## src/rtl/tetris_stats_bcd.sv

```systemverilog
// tetris_stats_bcd: score / lines / level bookkeeping between the game logic
// and the renderer. One "lines cleared" event per locked piece updates three
// 6-digit packed BCD counters and the binary level used for gravity speed.
// Optional build macro: TETRIS_STATS_SOFT_DROP_EN adds soft_drop_i, and each
// soft-drop pulse in IDLE adds one point to the score.
module tetris_stats_bcd #(
   parameter int LINES_PER_LEVEL = 10,
   parameter int MAX_LEVEL       = 20,
   parameter int LEVEL_W         = 5
) (
   input  logic               clk,
   input  logic               rst,
   input  logic               clear_i,
   input  logic               lines_valid_i,
   input  logic [2:0]         lines_cleared_i,
`ifdef TETRIS_STATS_SOFT_DROP_EN
   input  logic               soft_drop_i,
`endif
   output logic               busy_o,
   output logic               level_up_o,
   output logic [LEVEL_W-1:0] level_o,
   output logic [23:0]        gd_score_o,
   output logic [23:0]        gd_lines_o,
   output logic [23:0]        gd_level_o
);

   localparam int CNT_W = LEVEL_W + 1;
   // Wide enough for the lines-in-level counter in the worst case
   // (LINES_PER_LEVEL=1 with a level-up on every event until MAX_LEVEL).
   localparam int LL_W  = 9;

   typedef enum logic [2:0] {
      IDLE,
      ADD_LINES,
      ADD_SCORE,
      LEVEL,
      SOFT
   } state_t;

   state_t             state_q, state_d;
   logic [2:0]         n_q, n_d;
   logic [CNT_W-1:0]   cnt_q, cnt_d;
   logic [LL_W-1:0]    ll_q, ll_d;
   logic [LEVEL_W-1:0] level_q, level_d;
   logic [23:0]        score_q, score_d;
   logic [23:0]        lines_q, lines_d;
   logic [23:0]        glevel_q, glevel_d;
   logic               level_up_q, level_up_d;

   // Whole-word 6-digit BCD add with decimal carry; overflow saturates to 999999.
   function automatic logic [23:0] bcd_add_sat(input logic [23:0] a, input logic [23:0] b);
      logic [23:0] r;
      logic        c;
      logic [4:0]  s;
      r = '0;
      c = 1'b0;
      for (int i = 0; i < 6; i++) begin
         s = {1'b0, a[4*i +: 4]} + {1'b0, b[4*i +: 4]} + {4'b0, c};
         if (s > 5'd9) begin
            s = s + 5'd6;
            c = 1'b1;
         end else begin
            c = 1'b0;
         end
         r[4*i +: 4] = s[3:0];
      end
      if (c) begin
         r = 24'h999999;
      end
      return r;
   endfunction

   // Points awarded per multiplier step, in BCD.
   function automatic logic [23:0] base_bcd(input logic [2:0] n);
      logic [23:0] r;
      case (n)
         3'd1:    r = 24'h000040;
         3'd2:    r = 24'h000100;
         3'd3:    r = 24'h000300;
         3'd4:    r = 24'h001200;
         default: r = 24'h000000;
      endcase
      return r;
   endfunction

   // Next-state logic for the FSM and all bookkeeping registers; clear_i overrides.
   always_comb begin
      state_d    = state_q;
      n_d        = n_q;
      cnt_d      = cnt_q;
      ll_d       = ll_q;
      level_d    = level_q;
      score_d    = score_q;
      lines_d    = lines_q;
      glevel_d   = glevel_q;
      level_up_d = 1'b0;

      case (state_q)
         IDLE: begin
            if (lines_valid_i) begin
               n_d     = (lines_cleared_i > 3'd4) ? 3'd4 : lines_cleared_i;
               cnt_d   = CNT_W'(level_q) + CNT_W'(1);
               state_d = ADD_LINES;
            end
`ifdef TETRIS_STATS_SOFT_DROP_EN
            else if (soft_drop_i) begin
               state_d = SOFT;
            end
`endif
         end
         ADD_LINES: begin
            lines_d = bcd_add_sat(lines_q, {21'b0, n_q});
            ll_d    = ll_q + LL_W'(n_q);
            state_d = (n_q == 3'd0) ? IDLE : ADD_SCORE;
         end
         ADD_SCORE: begin
            // Multiplier was latched from the level before this event's level-up.
            score_d = bcd_add_sat(score_q, base_bcd(n_q));
            cnt_d   = cnt_q - CNT_W'(1);
            if (cnt_q == CNT_W'(1)) begin
               state_d = LEVEL;
            end
         end
         LEVEL: begin
            if ((ll_q >= LL_W'(LINES_PER_LEVEL)) && (level_q < LEVEL_W'(MAX_LEVEL))) begin
               ll_d       = ll_q - LL_W'(LINES_PER_LEVEL);
               level_d    = level_q + LEVEL_W'(1);
               glevel_d   = bcd_add_sat(glevel_q, 24'h000001);
               level_up_d = 1'b1;
            end else if (ll_q > LL_W'(LINES_PER_LEVEL)) begin
               // Only reachable at MAX_LEVEL: keep the counter from growing.
               ll_d = LL_W'(LINES_PER_LEVEL);
            end
            state_d = IDLE;
         end
         SOFT: begin
            score_d = bcd_add_sat(score_q, 24'h000001);
            state_d = IDLE;
         end
         default: state_d = IDLE;
      endcase

      if (clear_i) begin
         state_d    = IDLE;
         n_d        = '0;
         cnt_d      = '0;
         ll_d       = '0;
         level_d    = '0;
         score_d    = '0;
         lines_d    = '0;
         glevel_d   = '0;
         level_up_d = 1'b0;
      end
   end

   // State and bookkeeping registers with synchronous reset.
   always_ff @(posedge clk) begin
      if (rst) begin
         state_q    <= IDLE;
         n_q        <= '0;
         cnt_q      <= '0;
         ll_q       <= '0;
         level_q    <= '0;
         score_q    <= '0;
         lines_q    <= '0;
         glevel_q   <= '0;
         level_up_q <= 1'b0;
      end else begin
         state_q    <= state_d;
         n_q        <= n_d;
         cnt_q      <= cnt_d;
         ll_q       <= ll_d;
         level_q    <= level_d;
         score_q    <= score_d;
         lines_q    <= lines_d;
         glevel_q   <= glevel_d;
         level_up_q <= level_up_d;
      end
   end

   assign busy_o     = (state_q != IDLE);
   assign level_up_o = level_up_q;
   assign level_o    = level_q;
   assign gd_score_o = score_q;
   assign gd_lines_o = lines_q;
   assign gd_level_o = glevel_q;

endmodule

```

## config.mk

```make
export PLATFORM = sky130hd
export DESIGN_NAME = tetris_stats_bcd
export DESIGN_NICKNAME = d
export VERILOG_FILES = /design/src/rtl/tetris_stats_bcd.sv
export SDC_FILE = /design/constraint.sdc
export NUM_CORES = 1
export LEC_CHECK = 0
export CELL_PAD_IN_SITES_DETAIL_PLACEMENT = 2
export CELL_PAD_IN_SITES_GLOBAL_PLACEMENT = 2
export CORE_ASPECT_RATIO = 1.1
export CORE_MARGIN = 2
export CORE_UTILIZATION = 31
export CTS_BUF_LIST = sky130_fd_sc_hd__clkbuf_4 sky130_fd_sc_hd__clkbuf_8
export DETAILED_ROUTE_END_ITERATION = 8
export GPL_ROUTABILITY_DRIVEN = 0
export GPL_TIMING_DRIVEN = 0
export PLACE_DENSITY = 0.81
export SYNTH_ARGS = -nofsm -noshare
export SYNTH_HDL_FRONTEND = slang
export SYNTH_SLANG_ARGS = --single-unit
```

## constraint.sdc

```tcl
create_clock -name clk -period 8.7 [get_ports clk]
set_clock_uncertainty 0.05 [all_clocks]
set_input_delay 1.74 -clock clk [delete_from_list [all_inputs] [get_ports clk]]
set_output_delay 1.74 -clock clk [all_outputs]
set_load 0.01 [all_outputs]
```

==> flow_summary.toml <==
[setup_path]
cp.arrival_ps = 9050
path_max_fanout = 7
r2r_start = "gd_level_o[0]$_SDFFE_PP0P_"
cp.required_ps = 8940
end_kind = "flip-flop"
critPathLaunchType = "flip-flop"
cpPeakStageDelay_ps = 410
critical_path_class = "flip-flop to flip-flop"
crit_top_cell = "ha_4"
cp_slowest_cell = "dfxtp_4"
rr_worst_depth = 48
r2r-end = "gd_level_o[6]$_SDFFE_PP0P_"
r2r_slack_ps = -110

[drt]
routedWlPerCell_um = 20.8
vias = 7001
vias_per_cell = 5.50
wl_um = 26500
drcViolationCount = 0
top_layer = "met4"
dr.pass1.iters = 4
drtIter0Drc = 233
route.met2.wl_um = 13900
wl_met1_um = 11500
ant_nets = 0
wl_met3_um = 582

[job]
drv_cap = 0

[logic_synthesis]
yosysSeqAreaShare_pct = 28.9
yosysTopAreaCell = "dfxtp_1"
synth-main-ff-cell = "dfxtp_1"
synthDistinctLibCells = 70
synth.top_cell.area_share_pct = 28.9
syn_avg_cell_area_um2 = 8.12
synth_area_um2 = 6790
synth_edf_count = 0
yosys_warnings = 0
synth_seq_cells = 98
synthTopCellsByArea = "dfxtp_1, ha_1, xnor2_1"
synthCells = 837
postSynth.asyncResetShare_pct = 0
synth_fp_nets = 914

[floorplan]
coreArea_um2 = 21400
die-area_um2 = 23100
die_w_um = 145
start_util_pct = 31.7
fp-row-count = 56
ioPinCount = 86
die_h_um = 159

[clock_tree]
clk_pin_slew_worst_paths_ps = 110
htree_levels = 3
clock_path_buffers = 2
root_buffer = "clkbuf_8"
clk_latency_ps = 400
cts_hold_buf = 0
clock-sinks = 98
cts_buffers = 9
cts_tree = "done"

[power_and_ir_drop]
p_leak_nw = 3.22
powerDensity_nw_per_um2 = 86.7
power_w = 0.000795
ir_drop_mv = 0.0652

[finish]
mostFrequentLayoutCell = "dfxtp_1"
syn2layout_area_growth_pct = 35.0
mostFrequentLayoutCells = "dfxtp_1, clkdlybuf4s50_1, nand2_1"
drive_gt1_share_pct = 18.8
num_antenna_cells = 0
final_cells = 1273
nNetsFinal = 1056

[sta]
fmax_mhz = 114
setup_viol = 18
post-route-min-period_ps = 8810
timing.slew.headroom_pct = 34.0
fin_ws_ps = -107
tightest_slew_ps = 987
hold_violations = 0
rsz0062_at_grt = "true"
period_share_pct = 101
holdWs_ps = 442
slew_viol_final = 0

[placement]
dp_cells = 1212
dp_hpwl_um = 17000
port_buffers = 85

[global_route]
grt_usage_pct = 21.3
antenna_found_initial = 0
grt_max_degree = 17
grt_pass1_wl_um = 40400
grt_overflow_total = 0
grt_pass1_vias = 7498

[outcome]
status = "finished with violations"
violations = "setup timing"

[min_path]
holdPathStages = 2
whs_endpoint = "cnt_q[5]$_SDFFE_PP0P_"
hp-start = "cnt_q[5]$_SDFFE_PP0P_"
hold_path_class = "flip-flop to flip-flop"
-- stage by stage --
step / utilization [%] / setup slack [ps] / TNS [ps] / instance area [µm²]
after floorplan: - / 70.9 / 0 / 6800
after global placement: 37.4 / -1510 / -37310 / 8010
after detailed placement: 37.4 / -1850 / -53370 / 8010
after CTS: 40.4 / -6.91 / -10.4 / 8660
after global routing: 42.8 / -465 / -8560 / 9170
final: 42.8 / -107 / -797 / 9170
-- power by group --
part / internal (W) / total [W] / switching, W
sequential: 0.000450 / 0.000453 / 0.00000321
clock: 0.000108 / 0.000295 / 0.000187
combinational: 0.0000153 / 0.0000465 / 0.0000312
-- cells in the mapped netlist (all sizes together) (6+ instances only) --
master  instances
o22ai          14
nor2b           8
a221oi          6
nand3b         11
ha             65
dfxtp          98
o221a           6
or2             7
clkbuf         27
xnor2          38
a21oi          66
o211ai         11
o21a           11
a41oi           7
nand2          70
nor2           69
a22o           19
and3            8
inv            56
buf            10
a21o            9
xor2           10
a31oi          11
o21ai          58
a32o            9
nand2b          8
nand3          21
nor3           29
-- how the worst max path moves through the flow --
stage	startpoint	to	slack (ps)
floorplan	gd_level_o[0]$_SDFFE_PP0P_	gd_level_o[19]$_SDFFE_PP0P_	70
global placement	gd_level_o[1]$_SDFFE_PP0P_	gd_level_o[6]$_SDFFE_PP0P_	-1510
detailed placement	gd_level_o[0]$_SDFFE_PP0P_	gd_level_o[6]$_SDFFE_PP0P_	-1850
CTS	gd_level_o[0]$_SDFFE_PP0P_	gd_level_o[4]$_SDFFE_PP0P_	-7
global route	gd_level_o[0]$_SDFFE_PP0P_	gd_level_o[6]$_SDFFE_PP0P_	-460
finish	gd_level_o[0]$_SDFFE_PP0P_	gd_level_o[6]$_SDFFE_PP0P_	-110
-- metal layers --
| metal | up-vias | GRT usage, % |
|---|---|---|
| li1 | 3325 | - |
| met1 | 3534 | 26.0 |
| met2 | 113 | 39.5 |
| met3 | 29 | 2.44 |
| met4 | 0 | 5.66 |
| met5 | - | 0 |
-- area by class of cell --
class	instances	area (µm²)
inverter	57	219
tap	290	363
fill	2440	12300
clock inverter	5	41.3
buffer	35	180
sequential	98	1980
multi-input combinational	645	5000
timing repair buffer	133	1260
clock buffer	10	131
-- registers in the layout, summed over array words and instances (netlist names) --
signal	count
gd_lines_o	24
level_up_o	1
level_o	5
n_q	3
gd_level_o	24
ll_q	9
cnt_q	6
state_q	2
gd_score_o	24
-- cells by family (layout without fill, tap and decap cells) --
group,count (synthesis),in the layout,share of synthesized area [%]
fa+ha+maj,70,70,13.4
flops,98,98,28.9
mux,4,4,0.589
buf+inv,94,240,5.71
simple gates,254,254,18.3
compound gates,269,269,26.9
xor+xnor,48,48,6.19
-- repair_timing --
action	CTS	global route
endpoints found under the hold margin	0	0
resized for setup	74	65
pin swaps	13	47
gates cloned	1	0
setup endpoints to repair	66	70
buffers inserted	16	31
-- worst max-delay path, delay by kind of cell, from the launching register on --
kind	cells	cell delay, ps
XOR/XNOR	4	600
AND/OR/NAND/NOR	7	550
multiplexers	1	100
AO/OA/AOI/OAI	16	3540
adder cells (fa/ha/maj)	16	3070
flip-flops	1	410
buffers and inverters	4	340
(Power assumes the default switching activity.)
